<file path="src/rtl/fifo_wr_arbiter.sv">
// Round-robin arbiter sharing one FIFO write port among NUM_REQ producers; optional source tag via `ARB_SRC_TAG_EN.
// Latency: one ARB bubble per grant, then up to MAX_BURST words back-to-back (first word 1 cycle after req seen).
// Backpressure: full=1 drops req_ready/wr and freezes the burst count; the grant is held through the stall.
module fifo_wr_arbiter #(
   parameter int  NUM_REQ    = 4,
   parameter int  DATA_WIDTH = 8,
   parameter int  MAX_BURST  = 4,
   localparam int ID_WIDTH   = $clog2(NUM_REQ),
   localparam int CNT_WIDTH  = $clog2(MAX_BURST + 1)
) (
   input  logic                          i_clk,
   input  logic                          i_rst,
   input  logic [NUM_REQ-1:0]            i_req,
   input  logic [NUM_REQ*DATA_WIDTH-1:0] i_req_data,
   output logic [NUM_REQ-1:0]            o_req_ready,
   input  logic                          i_full,
   output logic                          o_wr,
`ifdef ARB_SRC_TAG_EN
   output logic [DATA_WIDTH+ID_WIDTH-1:0] o_wr_data,
`else
   output logic [DATA_WIDTH-1:0]          o_wr_data,
`endif
   output logic                          o_busy,
   output logic [ID_WIDTH-1:0]           o_owner
);

   localparam logic ST_ARB   = 1'b0;
   localparam logic ST_GRANT = 1'b1;

   logic                  r_state;
   logic [ID_WIDTH-1:0]   r_rr_ptr;
   logic [ID_WIDTH-1:0]   r_owner;
   logic [CNT_WIDTH-1:0]  r_burst_cnt;

   logic                  w_found;
   logic [ID_WIDTH-1:0]   w_winner;
   logic                  w_grant_open;
   logic                  w_xfer;
   logic                  w_last_word;
   logic                  w_release;
   logic [ID_WIDTH-1:0]   w_next_ptr;
   logic [DATA_WIDTH-1:0] w_sel_data;

   // Reset masks every output strobe combinationally so the in-flight cycle never writes.
   assign w_grant_open = !i_rst && (r_state == ST_GRANT) && !i_full;
   assign w_xfer       = w_grant_open && i_req[r_owner];
   assign w_last_word  = (r_burst_cnt + 1'b1) == CNT_WIDTH'(MAX_BURST);
   // A dropped request releases even while full; a stall with req held does not.
   assign w_release    = !i_req[r_owner] || (w_xfer && w_last_word);
   assign w_next_ptr   = (r_owner == ID_WIDTH'(NUM_REQ - 1)) ? '0 : r_owner + 1'b1;
   assign w_sel_data   = i_req_data[int'(r_owner)*DATA_WIDTH +: DATA_WIDTH];

   assign o_wr    = w_xfer;
   assign o_busy  = !i_rst && (r_state == ST_GRANT);
   assign o_owner = r_owner;

`ifdef ARB_SRC_TAG_EN
   assign o_wr_data = {r_owner, w_sel_data};
`else
   assign o_wr_data = w_sel_data;
`endif

   // Scan requests starting at rr_ptr, wrapping modulo NUM_REQ; first set bit wins.
   always_comb begin
      w_found  = 1'b0;
      w_winner = '0;
      for (int k = 0; k < NUM_REQ; k++) begin
         if (!w_found && i_req[(int'(r_rr_ptr) + k) % NUM_REQ]) begin
            w_found  = 1'b1;
            w_winner = ID_WIDTH'((int'(r_rr_ptr) + k) % NUM_REQ);
         end
      end
   end

   // Only the current owner sees ready, and only while the FIFO has room.
   always_comb begin
      o_req_ready = '0;
      if (w_grant_open) begin
         o_req_ready[r_owner] = 1'b1;
      end
   end

   // Arbitration FSM: ARB picks a winner, GRANT streams its burst until release.
   always_ff @(posedge i_clk) begin
      if (i_rst) begin
         r_state     <= ST_ARB;
         r_rr_ptr    <= '0;
         r_owner     <= '0;
         r_burst_cnt <= '0;
      end else if (r_state == ST_ARB) begin
         if (w_found) begin
            r_owner     <= w_winner;
            r_burst_cnt <= '0;
            r_state     <= ST_GRANT;
         end
      end else begin
         if (w_xfer) begin
            r_burst_cnt <= r_burst_cnt + 1'b1;
         end
         if (w_release) begin
            r_state  <= ST_ARB;
            r_rr_ptr <= w_next_ptr;
         end
      end
   end

endmodule

</file>
<file path="config.mk">
export PLATFORM = sky130hd
export DESIGN_NAME = fifo_wr_arbiter
export DESIGN_NICKNAME = d
export VERILOG_FILES = /design/src/rtl/fifo_wr_arbiter.sv
export SDC_FILE = /design/constraint.sdc
export NUM_CORES = 1
export LEC_CHECK = 0
export ABC_AREA = 1
export CORE_UTILIZATION = 42
export DETAILED_ROUTE_END_ITERATION = 10
export PLACE_DENSITY = 0.93
export SLEW_MARGIN = 0
export SYNTH_ARGS = -nofsm -noshare
export SYNTH_HDL_FRONTEND = slang
export SYNTH_SLANG_ARGS = --single-unit
</file>
<file path="constraint.sdc">
create_clock -name i_clk -period 3.2 [get_ports i_clk]
set_input_delay 0.48 -clock i_clk [delete_from_list [all_inputs] [get_ports i_clk]]
set_output_delay 0.48 -clock i_clk [all_outputs]
set_load 0.005 [all_outputs]
</file>
======== Yosys cells after proc, flatten, opt, wreduce, memory -nomap -nowiden ========
Index checks and enable logic that the tools add are counted.
word-level totals
  register bits after elaboration ......... 8
  output and inout bits ................... 16
  bits of input ports ..................... 39
  logic and storage cells ................. 76
cells by class
  shifts and indexed selects .............. 1
  equal/unequal tests ..................... 3
  bitwise logic cells ..................... 4
  muxes and demuxes ....................... 31
  magnitude comparators ................... 6
  reductions and logical operators ........ 22
  add/sub/neg operators ................... 5
operator list
  operator               number
  $shiftx A32 B6 Y8      1
  $mux W1                16
  $lt A3 B4 Y1 const B   3
  $bmux W1 S2            5
  $mux W2                5
  $mux W3                3
  $logic_and A1 B1 Y1    8
  $logic_not A1 Y1       6
  $lt A2 B3 Y1 const B   2
  $reduce_and A2 Y1      3
  $reduce_or A2 Y1       3
  $add A2 B1 Y2 const B  2
  $add A2 B2 Y2 const B  2
  $mux W4                1
  $add A3 B1 Y3 const B  1
  $and A1 B1 Y1 const A  3
  $eq A3 B3 Y1 const B   1
  $demux W1 S2           1
  $eq A2 B2 Y1 const B   1
  $ge A2 B1 Y1 const B   1
  $ne A2 B1 Y1 const B   1
  $reduce_bool A2 Y1     1
  $logic_or A1 B1 Y1     1
  $not A1 Y1             1

======== Depth between registers and ports, before layout ========
  word-level depth ........................ 16
  depth in mapped cells ................... 11
  depth with buffers taken out ............ 11

======== Worst setup path after synthesis ========
No wires, ideal clock.
  path kind ............................... flip-flop to output port
  start point ............................. register r_owner[0] (netlist: o_owner[0])
  end point ............................... output o_req_ready[0]
  arrival time ............................ 1.289 ns
  cell stages (with the launch flop) ...... 8
  buffers on the path ..................... 3
  required time ........................... 2.720 ns
  setup slack ............................. 1.431 ns
  cells stage by stage .................... dfxtp_1 > buf_2 > inv_2 > clkbuf_1 > buf_2 > ha_1 > inv_1 > nor2_1
between the ends
  word-level cells in the longest chain between the ends .. 5
  elaborated cells on any way between the ends .. 6
  those cells by class .................... order compare: 2; mux: 3; reduce/logical: 1
RTL lines
  what                                                                line  text
  start: declaration                                                  32    logic [ID_WIDTH-1:0] r_owner;
  start signal: assignment                                            92    r_owner <= w_winner;
  $lt A2 B3 Y1 (not written as such) or $ge A2 B1 Y1 (tied branches)  79    o_req_ready[r_owner] = 1'b1;
  $logic_and A1 B1 Y1 (not written as such)                           79
  $mux W1 (not written as such)                                       79
  $demux W1 S2 *                                                      79
  $mux W4 *                                                           78    if (w_grant_open) begin
  end: declaration                                                    15    output logic [NUM_REQ-1:0] o_req_ready,
Mark *: on every way between the ends. The rest lies on a longest branch, timed or not.

======== Worst setup path in the final report ========
  start point ............................. input i_req[3]
  end point ............................... output o_wr
between the ends
  word-level cells in the longest chain between the ends .. 3
RTL lines
  what                           line  text
  start: declaration             13    input logic [NUM_REQ-1:0] i_req,
  $bmux W1 S2                    46    assign w_xfer = w_grant_open && i_req[r_owner];
  $mux W1 (not written as such)  46
  $logic_and A1 B1 Y1            46
  end: declaration               17    output logic o_wr,
Every way passes these cells. The select of a mux whose other input is x is not followed.

==> qor.yml <==
status: "finished, final reports clean"
cts.sink_count: 8
grtUsageMet2_pct: 37.6
min_to: "r_burst_cnt[0]$_SDFFE_PP0P_"
synth.yosys.seq_area_share_pct: 16.1
rsz0062_at_grt: "false"
path_clk_slew_ns: 0.05
core_mm2: 0.00223
syn_area_um2: 997
cts_setup_buffers: 0
grt.total_usage_pct: 22.7
crit_fanout: 5
first_global_vias: 1034
worstMarginPinSlew_ns: 0.449
synth_fp_nets: 213
syn_inst: 168
syn_area_per_cell_um2: 5.94
critPathKind: "input port to output pin"
finClkSkew_ns: 0.00364
htreeDepth: 1
cts_buffers: 3
timing.rr.end: "o_owner[0]$_SDFFE_PP0P_"
regArea_um2: 160
met3_usage_pct: 5.76
hold_path_class: "register to register"
r2r_cells: 11
die_h_um: 50.7
setup_violations: 0
fin_crit_ns: 2.47
required_ns: 2.72
first_iter_violations: 22
cts_tree: "done"
cp.arrival_ns: 1.99
hold_violations: 0
fmax_mhz: 405
grtUsageMet1_pct: 29.4
crit_chain: "clkdlybuf4s50_1 -> nand2_1 -> nand3_1 -> nand2_1 -> nor2_2 -> clkdlybuf4s50_1"
layout-drive-gt1-share_pct: 11.4
port_buffers: 54
layout_commonest_cell: "clkdlybuf4s50_1"
via_per_inst: 5.04
slew_headroom_pct: 70.1
cp-start-kind: "input port"
end_kind: "output pin"
r2r_slack_ns: 1.51
dp_hpwl_um: 2180
max-vdd-ir-drop_mv: 0.466
busiest_layer: "met2"
final_net_count: 266
ys_warn_count: 0
clock_path_buffers: 2
nFillCells: 195
die_area_mm2: 0.00257
clk_latency_ns: 0.25
ctsHoldBuffers: 0
gp_congestion: 0.807
multiInputGateArea_um2: 724
slew_viol_final: 0
worstHoldPathCells: 1
final_core_util_pct: 70.1
totalWireLength_um: 2790
dr_total_vias: 1246
syn_to_final_growth_pct: 57.0
gr-total-overflow: 0
ant_nets: 0
ios: 55
grt_max_degree: 23
start_util_pct: 44.6
critical_path.top_delay_family: "buffers and inverters"
netlist-cell-type-count: 23
ctsResizeCount: 0
slowest_delay_ns: 0.53
final_cell_mix: "54 x clkdlybuf4s50_1, 32 x nand2_1, 27 x nor2_1, 22 x o21ai_0, 14 x inv_1"
power_density_mw_per_mm2: 692
r2r_start: "r_rr_ptr[0]$_SDFFE_PP0P_"
hp-start: "r_burst_cnt[0]$_SDFFE_PP0P_"
grt_pass1_wl_um: 4530
drc_errors: 0
ctsRootBufferMaster: "clkbuf_4"
cp_slowest_cell: "clkdlybuf4s50_1"
p_leak_nw: 0.669
max_cap_violations: 0
wl_per_cell_um: 11.3
antenna_found_initial: 0
antenna_cells: 0
core.rowCount: 17
ys_seq_elements: 8
path_buf_inv: 2
first_pass_iters: 4
dieWidth_um: 50.7
fin_setup_tns_ns: 0
timing.final.crit_share_pct: 77.2
## Yosys cell counts
cell / instances / area (um^2)
inv_1: 14 / 52.6
ha_1: 6 / 75.1
nand3_4: 1 / 17.5
o22ai_1: 8 / 50.1
clkbuf_1: 3 / 11.3
nand3_1: 9 / 45.0
nor2_1: 27 / 101
a21oi_1: 7 / 35.0
nor2_2: 2 / 12.5
nor2_8: 1 / 20.0
o211ai_1: 1 / 7.51
nand2_4: 4 / 45.0
a211oi_1: 1 / 7.51
nand3_2: 2 / 20.0
dfxtp_1: 8 / 160
nand2_2: 5 / 31.3
inv_2: 6 / 22.5
o21ai_0: 22 / 110
buf_2: 3 / 15.0
buf_6: 1 / 11.3
nand2_1: 32 / 120
o21ai_1: 4 / 20.0
or2_1: 1 / 6.26
## state kept, by name, indices dropped and copies added (netlist names)
name	flops
o_owner	2
r_burst_cnt	3
r_rr_ptr	2
r_state	1
## cell type report
class                   instances  area share (%)
flip-flops and latches          8            10.2
well taps                      28            2.24
inverters                      20            4.80
clock buffers                   3            1.44
multi-input cells             133            46.3
repair buffers                 55            35.0
## where the power goes
part            total, W  switching (W)  internal (W)
logic           0.000819       0.000446      0.000373
registers       0.000185      0.0000581      0.000127
clock network  0.0000792      0.0000362     0.0000431
## logic make-up (layout without fill, tap and decap cells)
| family | count (synthesis) | in the layout | synth area share (%) |
|---|---|---|---|
| compound gates | 43 | 43 | 23.1 |
| fa+ha+maj | 6 | 6 | 7.53 |
| buf+inv | 27 | 78 | 11.3 |
| flops | 8 | 8 | 16.1 |
| simple gates | 84 | 84 | 42.0 |
## metal layers
metal	share of wire (%)	vias to the layer above	wire, um
li1	-	655	-
met1	47	540	1320
met2	43	51	1200
met3	9.8	0	273
met5	0	-	0
met4	0	0	0
## how the worst max path moves through the flow
stage                             from             end  cells after the start
5_1_grt                          i_rst            o_wr                      5
3_5_place_dp                     i_rst            o_wr                      5
4_1_cts                          i_rst            o_wr                      5
6_report                      i_req[3]            o_wr                      6
3_3_place_gp                  i_req[3]            o_wr                      6
2_1_floorplan  o_owner[0]$_SDFFE_PP0P_  o_req_ready[0]                      7
## through the flow
step	cell area, um^2	hold WS [ns]	std cells	worst slack, ns	total power, W
5_1_grt	1570	0.472	247	0.621	0.00119
3_5_place_dp	1540	0.451	244	0.754	0.00100
3_3_place_gp	1540	0.451	244	0.756	0.000994
4_1_cts	1570	0.459	247	0.733	0.00108
2_1_floorplan	997	0.432	168	1.43	0.000722
6_report	1570	0.455	247	0.731	0.00108
Power figures use the tool's default switching activity.
